[config.mk]
export PLATFORM = sky130hd
export DESIGN_NAME = ads_knob_bus_arbiter
export DESIGN_NICKNAME = d
export VERILOG_FILES = /design/src/rtl/ads_knob_bus_arbiter.sv
export SDC_FILE = /design/constraint.sdc
export NUM_CORES = 1
export LEC_CHECK = 0
export ABC_AREA = 1
export CAP_MARGIN = 20
export CORE_UTILIZATION = 45
export CTS_CLUSTER_DIAMETER = 80
export DETAILED_ROUTE_END_ITERATION = 7
export PLACE_DENSITY = 0.89
export SLEW_MARGIN = 20
export SYNTH_ARGS = -nofsm -noshare
export SYNTH_HDL_FRONTEND = slang
export SYNTH_SLANG_ARGS = --single-unit
[constraint.sdc]
create_clock -name clk_i -period 1.41 [get_ports clk_i]
set_input_delay 0.141 -clock clk_i [delete_from_list [all_inputs] [get_ports clk_i]]
set_output_delay 0.141 -clock clk_i [all_outputs]
set_load 0.01 [all_outputs]
[src/rtl/ads_knob_bus_arbiter.sv]
// Round-robin arbiter sharing the ADS7830 I2C read port between the periodic
// channel-scan reader (m0) and an on-demand requester (m1). Each grant ends on
// slave data or a forced timeout.
module ads_knob_bus_arbiter #(
    parameter int                 ADDR_W         = 3,
    parameter int                 DATA_W         = 8,
    parameter int                 TIMEOUT_CYCLES = 250000,
    parameter logic [DATA_W-1:0]  TIMEOUT_DATA   = DATA_W'(8'hFF)
) (
    input  logic              clk_i,
    input  logic              rst_n_i,
    input  logic              m0_read_i,
    input  logic [ADDR_W-1:0] m0_address_i,
    output logic [DATA_W-1:0] m0_readdata_o,
    output logic              m0_readdatavalid_o,
    input  logic              m1_read_i,
    input  logic [ADDR_W-1:0] m1_address_i,
    output logic [DATA_W-1:0] m1_readdata_o,
    output logic              m1_readdatavalid_o,
    output logic              s_read_o,
    output logic [ADDR_W-1:0] s_address_o,
    input  logic [DATA_W-1:0] s_readdata_i,
    input  logic              s_readdatavalid_i,
    output logic [1:0]        grant_o,
    output logic              timeout_o,
    output logic              dbg_state_o
);

    // Handshake: a master holds mN_read_i high until its one-cycle mN_readdatavalid_o;
    // the slave side sees s_read_o held for the whole BUSY period and answers with
    // a one-cycle s_readdatavalid_i, which is forwarded to the owner in the same cycle.

    localparam int CNT_W = (TIMEOUT_CYCLES > 1) ? $clog2(TIMEOUT_CYCLES) : 1;
    localparam logic [CNT_W-1:0] CNT_LAST = CNT_W'(TIMEOUT_CYCLES - 1);

    typedef enum logic {
        ST_IDLE = 1'b0,
        ST_BUSY = 1'b1
    } state_t;

    state_t              r_state;
    state_t              w_next_state;
    logic                r_owner;
    logic [ADDR_W-1:0]   r_addr;
    logic                r_last_grant;
    logic [CNT_W-1:0]    r_count;

    logic                w_req_any;
    logic                w_win;
    logic                w_done;
    logic                w_timeout;
    logic                w_finish;
    logic [DATA_W-1:0]   w_data;

    always_comb begin
        w_next_state = r_state;
        w_req_any    = m0_read_i | m1_read_i;
        w_win        = 1'b0;
        if (m0_read_i && m1_read_i) begin
            w_win = ~r_last_grant;
        end else if (m1_read_i) begin
            w_win = 1'b1;
        end
        // Real data beats a timeout landing in the same cycle.
        w_done    = (r_state == ST_BUSY) && s_readdatavalid_i;
        w_timeout = (r_state == ST_BUSY) && !s_readdatavalid_i && (r_count == CNT_LAST);
        w_finish  = w_done | w_timeout;
        w_data    = w_done ? s_readdata_i : TIMEOUT_DATA;
        case (r_state)
            ST_IDLE: if (w_req_any) w_next_state = ST_BUSY;
            ST_BUSY: if (w_finish)  w_next_state = ST_IDLE;
            default: w_next_state = ST_IDLE;
        endcase
    end

    always_ff @(posedge clk_i or negedge rst_n_i) begin
        if (!rst_n_i) begin
            r_state      <= ST_IDLE;
            r_owner      <= 1'b0;
            r_addr       <= '0;
            r_last_grant <= 1'b1;
            r_count      <= '0;
        end else begin
            r_state <= w_next_state;
            if (r_state == ST_IDLE) begin
                if (w_req_any) begin
                    r_owner      <= w_win;
                    r_addr       <= w_win ? m1_address_i : m0_address_i;
                    r_last_grant <= w_win;
                    r_count      <= '0;
                end
            end else begin
                r_count <= r_count + CNT_W'(1);
            end
        end
    end

    always_comb begin
        m0_readdatavalid_o = w_finish && !r_owner;
        m1_readdatavalid_o = w_finish && r_owner;
        m0_readdata_o      = m0_readdatavalid_o ? w_data : '0;
        m1_readdata_o      = m1_readdatavalid_o ? w_data : '0;
        s_read_o           = (r_state == ST_BUSY);
        s_address_o        = (r_state == ST_BUSY) ? r_addr : '0;
        grant_o            = (r_state == ST_BUSY) ? {r_owner, ~r_owner} : 2'b00;
        timeout_o          = w_timeout;
        dbg_state_o        = r_state;
    end

endmodule
==> flow_summary.ini, run 1 <==
[status]
status = finished with violations
failed_checks = negative setup slack

[pwr]
power_frac_clock = 0.192
internal_power_mw = 1.655
combPwrFrac = 0.481
ir_drop_v = 0.001025
p_sw_mw = 1.014
finalPower_mw = 2.669
power_density_nw_per_um2 = 931.5
swShare = 0.3798
p_leak_nw = 1.410
seqPwrFrac = 0.327

[critical_path]
critical_path.max_stage_delay_ns = 0.47
crit_top_cell = nand2_4
endpoint_kind = output port
crit_type = reg2out
crit_path_cell_trace = ha_4 > nand2_4 > nor2_4 > nand3_2 > nand2_4 > buf_4 > nand2_4 > nor2_1 > buf_2
critPathMaxFanout = 4
timing.rr.start = dbg_state_o
rr_endpoint = r_count[7]
worst-r2r-cell-count = 9
cp.arrival_ns = 1.98
start_kind = flop
critPathSlowestCell = dfrtp_1
critical_path.top_delay_family = simple AND/OR/NAND/NOR gates
cp.required_ns = 1.27
regToRegSetupSlack_ns = -0.37
path_buf_inv = 2

[yosys]
yosys-top-cells-count = 51 x nand2_1, 49 x nor2_1, 29 x inv_1
synth-compound-area-share = 0.07877
synth_warnings = 0
yosys.area_share.xor_xnor = 0.005804
synth.net_count = 241
netlist_instances = 221
yosysTopAreaCell = dfrtp_1
yosysTopAreaCellShare = 0.3814
synthSimpleGateAreaFrac = 0.4154
synthFlopType = dfrtp_1
synth_edf_count = 0
ys_seq_area_frac = 0.3988
synthTopCellsByArea = dfrtp_1 38%, nand2_1 13%, nor2_1 12%, inv_1 7.2%, nand3_1 5.6%
syn_avg_cell_area_um2 = 6.828
synth.distinct_cells = 22
synth_top_family_by_area = simple AND/OR/NAND/NOR gates
syn_area_um2 = 1509
synth_mux_area_frac = 0
async_reset_ff_frac = 1.000
ys_ff_latch = 24
synthAdderAreaFrac = 0.008292
synth.most_common_cell = nand2_1

[cts]
clkSlewWorstSetupHoldPaths_ns = 0.14
cts_hold_buf = 0
cts_sinks = 24
cts_inserted_buffers = 3
cts_buffer_depth = 2
htree_levels = 1
cts_tree = yes
clkLatencyLatePin_ns = 0.33
cts-root-buf = clkbuf_4

[timing]
finalCriticalPeriod_ns = 2.118
rsz0062_at_grt = yes
setup_viol = 47
skew_ns = 0.006214
hold_viol = 0
finalSetupTns_ns = -16.48
worstMarginPinSlew_ns = 0.3541
fmax_mhz = 472.1
drv_slew = 0
relSlewSlack = 0.7630
postLayoutSetupSlackWorst_ns = -0.7081
timing.final.crit_share = 1.502
holdWs_ns = 0.1388

[grt]
grt_pass1_vias = 2082
antenna_found_initial = 0
grt_overflow_total = 0
track_usage = 0.3815
grt_max_degree = 15
grt_pass1_wl_um = 9791

[floorplan]
core-area_um2 = 3128
die_x_um = 59.91
rows = 20
ios = 45
initial_core_util = 0.4824
die_h_um = 59.91
die_area_um2 = 3589

[detailed_routing]
routed_wirelength_um = 8085
firstDrtPassIters = 5
vias = 2258
drc = 0
wl_per_cell_um = 21.39
drt-initial-drc-count = 303
via_per_inst = 5.974
final_antenna_net_count = 0

[layout]
drive_above_1_share = 0.5269
num_antenna_cells = 0
area_growth_pct = 89.88
nFillCells = 106
final_nets = 355

[placed_design]
routabilityCongestion = 0.8786
io_buffers = 44
dp.final_hpwl_um = 3473

[hold_path]
hold_class = in2async

[run]
maxCapViolations = 0
-- state kept, by name, indices dropped and copies added, names as in the netlist --
name          flops
dbg_state_o       1
r_last_grant      1
r_addr            3
r_owner           1
r_count          18
-- worst max-delay path by stage --
stage | slack, ns | cells after the start | end | startpoint
global placement | -0.48 | 9 | m1_readdata_o[7] | s_readdatavalid_i
global route | -0.82 | 9 | m1_readdata_o[5] | r_count[8]
CTS | -0.46 | 9 | m0_readdata_o[5] | r_count[8]
detailed placement | -0.57 | 9 | m1_readdata_o[3] | s_readdatavalid_i
finish | -0.71 | 9 | m1_readdata_o[5] | r_count[0]
floorplan | 0.03 | 7 | m0_readdata_o[0] | r_count[0]
-- cell families after synthesis --
logic type / Yosys count
XOR/XNOR: 1
AND/OR/NAND/NOR: 138
AO/OA/AOI/OAI: 23
buffers and inverters: 34
flip-flops: 24
adder cells (fa/ha/maj): 1
-- power groups by stage --
stage               combinational (mW)  sequential [mW]  clock, mW
finish                            1.28            0.873      0.514
CTS                              0.945            0.827      0.518
global placement                 0.790            0.838          0
global route                      1.34            0.872      0.536
floorplan                        0.333            0.859          0
detailed placement               0.816            0.841          0
-- cell usage in the layout, fill, tap and decap left out, types with 8 or more instances in the layout --
cell type | synthesis | layout
buf_2 | 1 | 16
o21ai_1 | 2 | 8
dfrtp_1 | 23 | 23
buf_6 | 1 | 27
nand2_1 | 51 | 40
buf_4 | 1 | 47
nor2_2 | 4 | 14
nand3_1 | 17 | 8
nand2_2 | 7 | 14
inv_1 | 29 | 23
nand3_2 | 0 | 8
nor2_1 | 49 | 25
nor2_4 | 3 | 17
clkdlybuf4s50_1 | 0 | 18
-- layer usage --
metal | part of all wire | wire length, µm | vias to the layer above | GRT usage
met3 | 0.10 | 842 | 80 | 0.09091
met2 | 0.47 | 3819 | 211 | 0.6508
met4 | 0.079 | 636 | 0 | 0.2924
li1 | - | - | 920 | -
met1 | 0.34 | 2786 | 1047 | 0.4027
met5 | 0 | 0 | - | 0
-- repair_timing --
action / in CTS / in global routing
endpoints found under the setup margin: 33 / 46
buffers inserted: 19 / 16
pin swaps: 15 / 27
cloned: 1 / 1
gates resized for setup: 131 / 95
-- area by class of cell --
| class | count | area (µm²) | area share |
|---|---|---|---|
| multi-input cells | 165 | 1080 | 0.3769 |
| repair buffers | 110 | 957.2 | 0.3341 |
| flip-flops and latches | 24 | 601.8 | 0.2100 |
| inverters | 31 | 118.9 | 0.04148 |
| well taps | 44 | 55.05 | 0.01921 |
| clock inverters | 1 | 30.03 | 0.01048 |
| clock buffers | 3 | 22.52 | 0.007860 |
-- per-stage QoR --
stage	instance area [µm²]	instances	utilization	setup WS (ns)
floorplan	1509	221	-	0.03004
global placement	2286	345	0.7308	-0.4825
detailed placement	2286	345	0.7308	-0.5731
CTS	2491	369	0.7964	-0.4621
global route	2865	378	0.9160	-0.8190
finish	2865	378	0.9160	-0.7081
Power figures use the tool's default switching activity.
==> run 2: changes to the inputs <==
CORE_UTILIZATION = 42   (was 45)
PLACE_DENSITY = 0.87   (was 0.89)
clock period = 1.8 ns   (was 1.41 ns; I/O delays follow)
==> run 2 against run 1 <==
Net effect:
- the run still ends with negative setup slack left
- setup slack improved by 0.54 ns
- power decreased by 42%
- cell count decreased by 7.7%
- hold slack improved by 0.050 ns
- sequential share of layout area increased by 4.8 points
- sequential cell count unchanged
- design area decreased by 18%
- global-route usage decreased by 16 points
- largest power group is now sequential cells
- sequential power decreased by 24%
- non-clock buffer count decreased by 30
- routed wire length decreased by 44%
==> flow_summary.ini, run 2 (same netlist as run 1, synthesis figures left out) <==
[status]
status = finished with violations
failed_checks = negative setup slack

[cts]
cts_sinks = 24
cts_inserted_buffers = 3
cts_buffer_depth = 2
clkSlewWorstSetupHoldPaths_ns = 0.15
htree_levels = 1
cts_tree = yes
cts-root-buf = clkbuf_4
clkLatencyLatePin_ns = 0.33

[floorplan]
initial_core_util = 0.4452
die_h_um = 61.94
rows = 21
die_area_um2 = 3837
core-area_um2 = 3390
die_x_um = 61.94
ios = 45

[timing]
timing.final.crit_share = 1.094
holdWs_ns = 0.1888
relSlewSlack = 0.7877
hold_viol = 0
finalCriticalPeriod_ns = 1.968
drv_slew = 0
skew_ns = 0.02283
rsz0062_at_grt = yes
setup_viol = 18
worstMarginPinSlew_ns = 0.3185
fmax_mhz = 508.0
postLayoutSetupSlackWorst_ns = -0.1684

[layout]
top_regs = r_count: 18 flops, r_addr: 3 flops
seq_area_um2 = 603.1
drive_above_1_share = 0.3234
area_growth_pct = 54.89
num_antenna_cells = 0
layout_common_cells = 51 x nand2_1, 35 x nor2_1, 34 x buf_4
final_nets = 324
multi_input_area_um2 = 864.6
nFillCells = 255
largest_reg_flops = 18
mostFrequentLayoutCell = nand2_1
regMostFlops = r_count

[critical_path]
cp_num_cells = 10
regToRegSetupSlack_ns = 0.20
crit_type = reg2out
start_kind = flop
timing.rr.start = r_count[16]
crit_top_cell = buf_6
path_buf_inv = 3
critical_path.top_delay_family = simple AND/OR/NAND/NOR gates
critical_path.max_stage_delay_ns = 0.41
cp.required_ns = 1.62
worst-r2r-cell-count = 11
endpoint_kind = output port
critPathSlowestCell = dfrtp_1
critPathMaxFanout = 5
crit_path_cell_trace = inv_2 > nor2_2 > nand2_1 > nor2_1 > nand3_2 > nand2_2 > buf_6 > nand2_8 > nor2_4 > buf_6
rr_endpoint = dbg_state_o
cp.arrival_ns = 1.79

[grt]
grt_overflow_total = 0
grt_max_degree = 25
antenna_found_initial = 0
grt_pass1_vias = 1482
grt_pass1_wl_um = 6244
track_usage = 0.2226

[detailed_routing]
firstDrtPassIters = 5
routed_wirelength_um = 4552
via_per_inst = 4.954
vias = 1729
final_antenna_net_count = 0
drt-initial-drc-count = 108
drc = 0
wl_per_cell_um = 13.04

[run]
maxCapViolations = 0

[pwr]
internal_power_mw = 0.9998
seqPwrFrac = 0.431
power_frac_clock = 0.165
power_density_nw_per_um2 = 661.5
p_sw_mw = 0.5462
swShare = 0.3533
combPwrFrac = 0.404
p_leak_nw = 1.171
ir_drop_v = 0.0006051

[placed_design]
dp.final_hpwl_um = 3223
pre_cts_ws_ns = -0.2648
io_buffers = 44
routabilityCongestion = 0.9145

[hold_path]
hold_class = in2async
-- run 2: worst max-delay path by stage --
stage,startpoint,end,slack (ns)
after floorplan,r_count[0],m0_readdata_o[0],0.38
after global placement,s_readdatavalid_i,m0_readdata_o[1],-0.18
after detailed placement,s_readdatavalid_i,m0_readdata_o[1],-0.26
after CTS,r_count[8],m1_readdata_o[4],-0.09
after global routing,r_count[16],m1_readdata_o[3],-0.25
final,r_count[16],m1_readdata_o[6],-0.17
-- run 2: power by group through the flow --
stage | clock, mW | combinational, mW | sequential [mW]
after floorplan | 0 | 0.261 | 0.673
after global placement | 0 | 0.577 | 0.663
after detailed placement | 0 | 0.593 | 0.667
after CTS | 0.256 | 0.568 | 0.657
after global routing | 0.280 | 0.687 | 0.672
final | 0.255 | 0.625 | 0.667
-- run 2: repair_timing --
item                                    4_1_cts  5_1_grt
endpoints found under the setup margin       20       20
gates cloned                                  0        1
gates resized for setup                      74       37
hold buffers                                  0        0
pin swaps                                     6        3
buffers inserted                              4        2
-- run 2: cell type report --
cell class	count	area share
Clock buffer	4	0.01124
Inverter	31	0.04979
Multi-Input combinational cell	164	0.3699
Sequential cell	24	0.2580
Tap cell	46	0.02463
Timing Repair Buffer	80	0.2864
-- run 2: per-layer routing --
layer / part of all wire / up-vias / global-route usage
li1: - / 853 / -
met1: 0.42 / 816 / 0.2688
met2: 0.52 / 54 / 0.3891
met3: 0.040 / 6 / 0.04762
met4: 0.017 / 0 / 0.07937
met5: 0 / - / 0
-- run 2: per-stage QoR --
step                      setup TNS (ns)  total power, mW  std cells    util  cell area (µm²)
after floorplan                        0           0.9338        221       -             1509
after global placement            -2.758            1.240        338  0.6515             2208
after detailed placement          -3.971            1.260        338  0.6515             2208
after CTS                        -0.7173            1.482        346  0.6508             2206
after global routing              -3.164            1.639        349  0.6896             2337
final                             -1.930            1.546        349  0.6896             2337
-- run 2: worst reg2reg max path: stages, from the launching register on --
cell	delay (ns)
dfrtp_1	0.41
inv_2	0.05
nor2_2	0.10
nand2_1	0.07
nor2_1	0.16
nand3_2	0.12
nand2_2	0.11
buf_6	0.14
buf_4	0.11
buf_4	0.09
buf_4	0.09
a21oi_1	0.03
==> run 3: changes to the inputs <==
CORE_UTILIZATION = 45   (was 42)
DONT_BUFFER_PORTS = 1   (was unset)
PLACE_DENSITY = 0.74   (was 0.87)
==> run 3 against run 2 <==
Net effect:
- the flow still finishes with violations (negative setup slack)
- sequential power is 3% higher
- sequential share of layout area is 5.5 points higher
- non-clock buffer count is 64 lower
- critical endpoint is now m0_readdata_o[4]
==> flow_summary.ini, run 3 (same netlist as run 1, synthesis figures left out) <==
[status]
status = finished with violations
failed_checks = negative setup slack

[critical_path]
regToRegSetupSlack_ns = 0.22
endpoint_kind = output port
crit_type = reg2out
cp.required_ns = 1.62
critPathMaxFanout = 5
start_kind = flop
cp.arrival_ns = 1.68

[layout]
fin_cells = 284
multi_input_area_um2 = 1003
mostFrequentLayoutCell = nand2_1
final_nets = 261
drive_above_1_share = 0.2958
layout_common_cells = 50 x nand2_1, 28 x nor2_1, 26 x inv_1
regMostFlops = r_count
area_growth_pct = 27.94
nFillCells = 265
largest_reg_flops = 18
num_antenna_cells = 0
seq_area_um2 = 604.3
top_regs = r_count: 18 flops, r_addr: 3 flops

[cts]
cts_inserted_buffers = 3
cts_tree = yes
htree_levels = 1
cts-root-buf = clkbuf_4
clkSlewWorstSetupHoldPaths_ns = 0.13
cts_buffer_depth = 2
cts_sinks = 24
clkLatencyLatePin_ns = 0.32

[floorplan]
ios = 45
rows = 20
die_x_um = 59.91
die_h_um = 59.91
initial_core_util = 0.4824
core-area_um2 = 3128
die_area_um2 = 3589

[pwr]
power_density_nw_per_um2 = 724.9
p_leak_nw = 0.8532
ir_drop_v = 0.0006141

[detailed_routing]
routed_wirelength_um = 4107
drc = 0
dr_wl_met3_um = 264
final_antenna_net_count = 0
wl_met1_um = 1711
via_per_inst = 5.433
vias = 1543
drt-initial-drc-count = 69
highest_layer = met4
firstDrtPassIters = 5
wl_met2_um = 2014
wl_per_cell_um = 14.46

[timing]
timing.final.crit_share = 1.033
finalCriticalPeriod_ns = 1.859
finalSetupTns_ns = -0.3800
fmax_mhz = 537.8
setup_viol = 15
rsz0062_at_grt = yes
worstMarginPinSlew_ns = 0.5294
holdWs_ns = 0.03465
relSlewSlack = 0.6471
drv_slew = 0
hold_viol = 0
postLayoutSetupSlackWorst_ns = -0.05945
skew_ns = 0.005878

[grt]
grt_max_degree = 25
antenna_found_initial = 0
grt_pass1_wl_um = 6389
grt_overflow_total = 0
track_usage = 0.2436
grt_pass1_vias = 1427

[placed_design]
dp.final_hpwl_um = 2383
routabilityCongestion = 0.9192
placedCellCount = 263
io_buffers = 0

[run]
maxCapViolations = 0

[hold_path]
hold_class = in2reg
==> run 3: cell types whose count changed in the layout (fill, tap and decap cells not counted), sizes merged <==
cell | before | now
dlygate4sd3 | 0 | 1
clkdlybuf4s50 | 24 | 0
buf | 54 | 15
nand2 | 61 | 62
clkbuf | 5 | 4
dlymetal6s2s | 1 | 0
==> run 3: power by group <==
group	switching (mW)	leakage, nW	total, mW	internal [mW]
clock	0.163	0.0150	0.250	0.0867
sequential	0.0733	0.315	0.685	0.612
combinational	0.317	0.523	0.464	0.147
==> run 3: timing repair <==
item,CTS,global route
setup endpoints to repair,18,18
buffers inserted,7,6
pin swaps,7,13
hold endpoints to repair,24,23
gates cloned,2,0
gates resized for setup,45,12
hold buffers,1,1
==> run 3: per-layer routing <==
layer,global-route usage,vias to the layer above
li1,-,729
met1,0.3210,733
met3,0.03680,14
met5,0,-
met2,0.3905,67
met4,0.1163,0
==> run 3: stage by stage <==
step / worst slack (ns) / utilization / area (µm²) / power [mW]
after global routing: -0.1434 / 0.6172 / 1931 / 1.484
after global placement: 0.2291 / 0.4948 / 1548 / 0.9806
after detailed placement: 0.2221 / 0.4948 / 1548 / 0.9875
after CTS: 0.004867 / 0.5888 / 1842 / 1.364
final: -0.05945 / 0.6172 / 1931 / 1.400
after floorplan: 0.3810 / - / 1509 / 0.9338
==> run 3: final cells by class <==
| class | count | share of cell area |
|---|---|---|
| Multi-Input combinational cell | 165 | 0.5198 |
| Clock buffer | 4 | 0.01361 |
| Tap cell | 44 | 0.02852 |
| Timing Repair Buffer | 16 | 0.06222 |
| Sequential cell | 24 | 0.3130 |
| Inverter | 31 | 0.06286 |
==> run 3: final timing paths <==
kind	startpoint	to	depth (start not counted)
worst max-delay path	r_count[11]	m0_readdata_o[4]	7
worst max register to register	dbg_state_o	r_count[3]	5
worst min-delay path	m0_address_i[0]	r_addr[0]	2
min in group asynchronous	rst_n_i	r_count[15]	2
worst min register to register	r_last_grant	r_last_grant	2
max in group asynchronous	rst_n_i	dbg_state_o	2
==> run 3: worst max-delay path, stage by stage (launching register included) <==
cell     delay [ns]
dfrtp_1        0.46
nor2_2         0.13
nand2_2        0.07
nor2_4         0.14
nand3_4        0.11
nand2_8        0.15
nand2_8        0.11
nor2_4         0.17
